[config.mk]
export PLATFORM = sky130hd
export DESIGN_NAME = dct_butterfly_stage
export DESIGN_NICKNAME = d
export VERILOG_FILES = /design/src/rtl/dct_pkg.sv /design/src/rtl/fa_nbits.sv /design/src/rtl/dct_butterfly_stage.sv
export SDC_FILE = /design/constraint.sdc
export NUM_CORES = 1
export LEC_CHECK = 0
export ABC_AREA = 1
export CAP_MARGIN = 15
export CORE_MARGIN = 2
export CORE_UTILIZATION = 63
export CTS_CLUSTER_SIZE = 25
export DETAILED_ROUTE_END_ITERATION = 10
export PLACE_DENSITY = 0.86
export SYNTH_ARGS = -nofsm -noshare
export SYNTH_HDL_FRONTEND = slang
export SYNTH_SLANG_ARGS = --single-unit
[constraint.sdc]
create_clock -name clk -period 9.7 [get_ports clk]
set_clock_uncertainty 0.1 [all_clocks]
set_input_delay 1.94 -clock clk [delete_from_list [all_inputs] [get_ports clk]]
set_output_delay 1.94 -clock clk [all_outputs]
set_load 0.03 [all_outputs]
[src/rtl/dct_pkg.sv]
// Shared definitions for the 8-point DCT butterfly stage: FSM states,
// block size and the mirror-index helper.
package dct_pkg;

  localparam int N_POINTS = 8;
  localparam int CNT_W    = 3;
  localparam int IDX_W    = 2;

  typedef enum logic {
    LOAD = 1'b0,
    EMIT = 1'b1
  } state_e;

  // Partner slot of pair index i: 7-i.
  function automatic logic [CNT_W-1:0] mirror_idx(input logic [IDX_W-1:0] i);
    return CNT_W'(N_POINTS - 1) - {1'b0, i};
  endfunction

endpackage

[src/rtl/fa_nbits.sv]
// Ripple-carry adder on sign-extended operands (SIZE+1 bit result) with
// per-bit approximate cells in the low APPROX_BITS positions.
module fa_nbits #(
  parameter int SIZE        = 8,
  parameter int APPROX_BITS = 0
) (
  input  logic [SIZE-1:0] a,
  input  logic [SIZE-1:0] b,
  input  logic            cin,
  input  logic [SIZE-1:0] approx_en,
  output logic [SIZE:0]   sum,
  output logic            cout
);

  localparam logic [SIZE-1:0] LEGAL_MASK = {SIZE{1'b1}} >> (SIZE - APPROX_BITS);

  logic [SIZE:0]   a_ext;
  logic [SIZE:0]   b_ext;
  logic [SIZE:0]   apx;
  logic [SIZE+1:0] carry;

  assign a_ext = {a[SIZE-1], a};
  assign b_ext = {b[SIZE-1], b};
  // Bits at and above APPROX_BITS always stay exact, whatever the caller asks.
  assign apx   = {1'b0, approx_en & LEGAL_MASK};

  // NOTE: combinational blocks give every output a value before any branch or
  // loop touches it, so no path can leave a bit unassigned and infer a latch.
  always_comb begin
    sum      = '0;
    carry    = '0;
    carry[0] = cin;
    for (int i = 0; i <= SIZE; i++) begin
      if (apx[i]) begin
        // Lower-part OR cell: cheap sum, carry only when both bits are set.
        sum[i]     = a_ext[i] | b_ext[i];
        carry[i+1] = a_ext[i] & b_ext[i];
      end else begin
        sum[i]     = a_ext[i] ^ b_ext[i] ^ carry[i];
        carry[i+1] = (a_ext[i] & b_ext[i]) | (carry[i] & (a_ext[i] ^ b_ext[i]));
      end
    end
  end

  assign cout = carry[SIZE+1];

endmodule

[src/rtl/dct_butterfly_stage.sv]
// First DCT butterfly: buffers 8 samples, then emits the 4 pairs
// (x[i]+x[7-i], x[i]-x[7-i]) over a valid/ready handshake.
module dct_butterfly_stage
  import dct_pkg::*;
#(
  parameter int SIZE        = 8,
  parameter int APPROX_BITS = 0
) (
  input  logic                   clk,
  input  logic                   rst,
  input  logic                   in_valid,
  output logic                   in_ready,
  input  logic signed [SIZE-1:0] in_data,
  output logic                   out_valid,
  input  logic                   out_ready,
  output logic signed [SIZE:0]   out_sum,
  output logic signed [SIZE:0]   out_diff,
  output logic [IDX_W-1:0]       out_idx,
  output logic                   out_last
);

  localparam logic [SIZE-1:0] APPROX_MASK = {SIZE{1'b1}} >> (SIZE - APPROX_BITS);

  state_e           state_q, state_d;
  logic [CNT_W-1:0] load_cnt_q, load_cnt_d;
  logic [IDX_W-1:0] idx_q, idx_d;
  logic [SIZE-1:0]  buf_q [N_POINTS];

  logic             wr_en;
  logic [SIZE-1:0]  x_lo;
  logic [SIZE-1:0]  x_hi;
  logic [SIZE:0]    sum_w;
  logic [SIZE:0]    diff_w;
  logic             cout_unused_sum;
  logic             cout_unused_diff;

  assign wr_en = in_valid && in_ready;

  // NOTE: sequential state uses non-blocking assignments so every register
  // samples pre-edge values regardless of process evaluation order.
  always_ff @(posedge clk or posedge rst) begin
    if (rst) begin
      state_q    <= LOAD;
      load_cnt_q <= '0;
      idx_q      <= '0;
    end else begin
      state_q    <= state_d;
      load_cnt_q <= load_cnt_d;
      idx_q      <= idx_d;
    end
  end

  // NOTE: the sample buffer is cleared by reset on purpose: outputs are
  // computed combinationally from it and must read 0 while rst is held.
  always_ff @(posedge clk or posedge rst) begin
    if (rst) begin
      for (int k = 0; k < N_POINTS; k++) buf_q[k] <= '0;
    end else if (wr_en) begin
      buf_q[load_cnt_q] <= in_data;
    end
  end

  always_comb begin
    state_d    = state_q;
    load_cnt_d = load_cnt_q;
    idx_d      = idx_q;
    in_ready   = 1'b0;
    out_valid  = 1'b0;
    unique case (state_q)
      LOAD: begin
        in_ready = 1'b1;
        if (in_valid) begin
          // 3-bit counter wraps 7 -> 0 on its own.
          load_cnt_d = load_cnt_q + 1'b1;
          if (load_cnt_q == CNT_W'(N_POINTS - 1)) begin
            state_d = EMIT;
            idx_d   = '0;
          end
        end
      end
      EMIT: begin
        out_valid = 1'b1;
        if (out_ready) begin
          if (idx_q == IDX_W'(N_POINTS / 2 - 1)) begin
            state_d = LOAD;
            idx_d   = '0;
          end else begin
            idx_d = idx_q + 1'b1;
          end
        end
      end
      default: state_d = LOAD;
    endcase
  end

  assign x_lo = buf_q[idx_q];
  assign x_hi = buf_q[mirror_idx(idx_q)];

  fa_nbits #(
    .SIZE       (SIZE),
    .APPROX_BITS(APPROX_BITS)
  ) u_add_sum (
    .a        (x_lo),
    .b        (x_hi),
    .cin      (1'b0),
    .approx_en(APPROX_MASK),
    .sum      (sum_w),
    .cout     (cout_unused_sum)
  );

  // Subtraction as x_lo + ~x_hi + 1; sign extension of ~x_hi equals ~sext(x_hi).
  fa_nbits #(
    .SIZE       (SIZE),
    .APPROX_BITS(APPROX_BITS)
  ) u_add_diff (
    .a        (x_lo),
    .b        (~x_hi),
    .cin      (1'b1),
    .approx_en(APPROX_MASK),
    .sum      (diff_w),
    .cout     (cout_unused_diff)
  );

  assign out_sum  = sum_w;
  assign out_diff = diff_w;
  assign out_idx  = idx_q;
  assign out_last = (idx_q == IDX_W'(N_POINTS / 2 - 1));

endmodule

After elaboration in Yosys (flattened, before gate mapping)
Cells that the tools add are included.

storage, ports and cells
  register bits after elaboration = 70
  output and inout bits = 23
  word-level logic and storage cells = 131

cells by class
  $add $sub $neg = 3
  $lt $le $gt $ge = 4
  equality and inequality tests = 5
  multiplexer cells = 21
  bitwise operators = 83
  reduce and logical (&&, ||, !) cells = 4

operators with widths
  kind                   number
  $bwmux W64             1
  $bmux W8 S3            2
  $mux W8                5
  $xor A1 B1 Y1          32
  $and A1 B1 Y1          30
  $demux W8 S3           1
  $or A1 B1 Y1           15
  $ge A4 B4 Y1 const B   2
  $mux W2                4
  $not A3 Y4             2
  $not A8 Y8             1
  $mux W1                6
  $ne A2 B2 Y1 const B   3
  $ge A3 B4 Y1 const B   1
  $lt A4 B1 Y1 const B   1
  $pmux W2 S2            1
  $add A3 B1 Y3 const B  1
  $eq A3 B3 Y1 const B   1
  $not A2 Y3             1
  $reduce_and A3 Y1      1
  $sub A3 B2 Y3 const A  1
  $add A2 B1 Y2 const B  1
  $eq A2 B2 Y1 const B   1
  $logic_and A1 B1 Y1    2
  other kinds (3)        4

Logic depth before layout (Yosys ltp)
  word-level depth = 23
  gate-level depth with buffers = 18

Hierarchy
From an unflattened synthesis, not the netlist that was laid out.

second synthesis, totals
  cell total of the unflattened synthesis = 509
  area, all modules = 3988.8 um^2

by module, submodules not included
  module               instances  cells each  area an instance (um^2)  sequential area each (um^2)
  dct_butterfly_stage  1          475         3568.4                   1751.7
  fa_nbits             2          17          210.2                    0.0

Worst setup path after synthesis
No wires, ideal clock.

  path kind = register to output
  start point = register idx_q[0] (netlist: out_idx[0])
  end point = output out_diff[7]
  data arrival time = 4.370 ns
  required time = 7.660 ns
  slack = 3.290 ns
  cell stages (with the launch flop) = 17
  path buffers = 2
  path through = dfrtp_1 buf_2 inv_1 buf_2 nor2_1 nor2_1 o21ai_0 nand2_1 ha_1 fa_1 fa_1 fa_1 fa_1 fa_1 fa_1 fa_1 inv_1

on the way
  word-level cells in the longest chain between the ends = 21

RTL lines
  what                                                   RTL line                    source
  start: declaration                                     dct_butterfly_stage.sv:26   logic [IDX_W-1:0] idx_q, idx_d;
  start signal: assignment                               dct_butterfly_stage.sv:49   idx_q <= idx_d;
  $sub A3 B2 Y3                                          dct_pkg.sv:16               return CNT_W'(N_POINTS - 1) - {1'b0, i};
  $not A3 Y4 (implied by the code)                       dct_butterfly_stage.sv:97   assign x_hi = buf_q[mirror_idx(idx_q)];
  $bmux W8 S3                                            dct_butterfly_stage.sv:97
  $mux W8 (implied by the code) (2 in a row)             dct_butterfly_stage.sv:97
  $not A8 Y8                                             dct_butterfly_stage.sv:117  .b (~x_hi),
  $and A1 B1 Y1 / $xor A1 B1 Y1 (equally long branches)  fa_nbits.sv:40              carry[i+1] = (a_ext[i] & b_ext[i]) | (carry[i] & (a_ext[i] ^ b_ext[i]));
  $or A1 B1 Y1                                           fa_nbits.sv:40
  $and A1 B1 Y1                                          fa_nbits.sv:40
  [4 not listed]                                         --
  $or A1 B1 Y1                                           fa_nbits.sv:40
  $and A1 B1 Y1                                          fa_nbits.sv:40
  $or A1 B1 Y1                                           fa_nbits.sv:40
  $and A1 B1 Y1                                          fa_nbits.sv:40
  $or A1 B1 Y1                                           fa_nbits.sv:40
  $and A1 B1 Y1                                          fa_nbits.sv:40
  $or A1 B1 Y1                                           fa_nbits.sv:40
  $xor A1 B1 Y1 (*)                                      fa_nbits.sv:39              sum[i] = a_ext[i] ^ b_ext[i] ^ carry[i];
  end: declaration                                       dct_butterfly_stage.sv:17   output logic signed [SIZE:0] out_diff,

Every way passes the cells marked *; elsewhere a longest branch is shown, timed or not. The select of a mux whose other input is x is not followed.

Final worst setup path
  start point = register idx_q[1] (netlist: out_idx[1])
  end point = output out_diff[7]

Same word-level chain as after synthesis.

==> metrics <==
run status finished, final reports clean; antenna-violating nets left 0; Worst setup EP type output port; Yosys reg bits 70; Hold Vio Cnt, Final 0; DR top layer met4; starting density of the core 0.6408; final wirelength ~9900 um; H-tree levels 3; buffer count from post-CTS setup fixing 0; clk sinks 70; Highest Clock Rate 128.6 MHz; WL met2 4663 um; critical path type reg -> out; total CTS buffers 9; Compound-Gate Fraction of Synth Area 0.06345; DRC errors left 0; root buf cell clkbuf_8; first-pass detailed-route iteration total 5; r2r setup slk 7.71 ns; share of cells above drive strength 1 0.06729; Req. time, crit path 7.66 ns; Iter 0 DRT Violations 333; worst-skew pair later-pin latency between 0.3 and 0.4 ns; Die Y 83.91 um; setup violation total in the final timing report 0; I/O pin cnt 35; largest net degree at the start of global routing 71; period utilisation layout 0.8014; diodes inserted 0; core area between 6000 and 7000 um2; vias in the first global route 3389; largest family of logic cells by synthesized area simple AND/OR/NAND/NOR gates; post-synthesis xor/xnor area fraction 0.002177; crit start category flip-flop; Longest Clk Path Bufs 2; critical path arrival about 5.7 ns; Final TNS setup 0 ns; post-synthesis cell area 4023 um2; clock slew at reported path FFs ~0.080 ns; r2r worst-path depth 5; Hold Path Class reg -> reg; # resized after CTS 0; gp weighted congestion 0.9303; WL met1 4036 um; met3 routed WL 901 um; area growth from synthesis to final layout 13.09%; R2R Path Start load_cnt_q[2]; yosys warns 0; Cells after Synth 508; register area share after synthesis 0.4355; crit path from out_idx[1]; initial antenna violation count 0; worst r2r dst buf_q[49]; largest fanout on the critical path 26; Mean Syn Cell Area 7.919 um2; Tmin final 7.773 ns; die width between 80 and 90 um; Post-Synth Simple-Gate Area 0.3135; CTS tree done; total gr overflow 0; via total after detailed routing 3471; mux cell area share after synthesis 0; Worst Setup EP out_diff[7]; syn_nets 541; RSZ-0062 raised after global routing false; die area 7040 um2; Netlist cell types 22; first-pass GRT wire length 16460 um; worst slew pin tran ~0.88 ns; port bufs 34; worst hold margin 0.3769 ns; adder-cell share of the synthesized area 0.09518; Final Max Tran Viols 0; drt via density 5.672; All-Layer GR Usage 0.3003; cts hold-fix bufs 0; post-layout net count 563; average wire per standard cell 16.11 um; post-DP HPWL 6805 um; Slew headroom 0.4155; Max-cap violations 0; row count 29
[flip-flops by register name (all words and copies together), names as in the netlist]
name,flops
buf_q,64
load_cnt_q,3
state_q,1
out_idx,2
[worst min path at each step]
stage              start        end  cells past startpoint
4_1_cts         buf_q[2]   buf_q[2]                      2
3_5_place_dp    buf_q[2]   buf_q[2]                      2
5_1_grt         buf_q[2]   buf_q[2]                      2
6_report       buf_q[45]  buf_q[45]                      2
2_1_floorplan   buf_q[0]   buf_q[0]                      2
3_3_place_gp    buf_q[0]   buf_q[0]                      2
[cell type report]
cell class / instances / area (um2)
timing repair buffer: 36 / 355.3
clock inverter: 5 / 82.58
sequential: 70 / 1752
tap: 77 / 96.34
inverter: 57 / 214.0
fill: 467 / 1728
clock buffer: 11 / 141.4
multi-input combinational: 356 / 1908
[routing by layer]
layer  vias to the layer above  global-route usage
met5                         -                   0
met4                         0              0.1041
met3                        24             0.06627
met2                       186              0.4742
met1                      1662              0.4141
li1                       1599                   -
[critical path, stage by stage, from the launching register on]
cell             delay, ns
dfrtp_1               0.87
clkinv_1              0.46
nand3_1               0.20
nand2_1               0.13
fa_1                  0.46
fa_1                  0.40
fa_1                  0.42
fa_1                  0.39
fa_1                  0.41
fa_1                  0.46
fa_1                  0.45
inv_1                 0.06
clkdlybuf4s50_1       0.66
[logic make-up after synthesis]
logic type,Yosys count
AOI/OAI and AO/OA,48
xor gates and xnor gates,1
adders and majority gates,21
buffers and inverters,82
DFF,70
and+or+nand+nor,286
[per-stage QoR]
step / cell area [um2] / setup slack [ns] / util / cells
3_3_place_gp: 4325 / 2.541 / 0.6891 / 596
6_report: 4549 / 1.927 / 0.7247 / 612
5_1_grt: 4549 / 1.638 / 0.7247 / 612
4_1_cts: 4549 / 1.992 / 0.7247 / 612
2_1_floorplan: 4023 / 3.290 / - / 508
3_5_place_dp: 4325 / 2.380 / 0.6891 / 596
[cells in the final DEF (no fill, tap or decap)]
master and count:
nand2_1 219, dfrtp_1 70, inv_1 53, o21ai_0 42, nand3_1 37, clkdlybuf4s50_1 34
fa_1 16, nor2_1 13, clkbuf_8 10, nor2_4 6, o211ai_1 6, nand3_2 5
ha_1 5, inv_2 3, nand3_4 2, nor2_8 2, bufinv_16 2, clkinv_4 2
buf_4 2, nand4_1 1, xor2_1 1, nand2_2 1, clkinv_1 1, clkbuf_1 1
clkinv_2 1
[synth_stat cells]
cell type    n  share of area
nand3_4      2         0.0087
fa_1        16          0.080
nand3_2      5          0.012
nor2_4       6          0.017
nand2_1    219           0.20
o21ai_0     42          0.052
nor2_1      13          0.012
inv_1       54          0.050
nand3_1     37          0.046
o211ai_1     6          0.011
ha_1         5          0.016
buf_6        4          0.011
buf_4        1         0.0019
buf_2       17          0.021
inv_2        2         0.0019
clkinv_1     1        0.00093
nand2_2      1         0.0016
dfrtp_1     70           0.44
nor2_8       2          0.010
nand4_1      1         0.0016
xor2_1       1         0.0022
clkbuf_1     3         0.0028
Power is not shown: default switching activity piles up to over one toggle a cycle in this logic, so the estimate is an artifact.
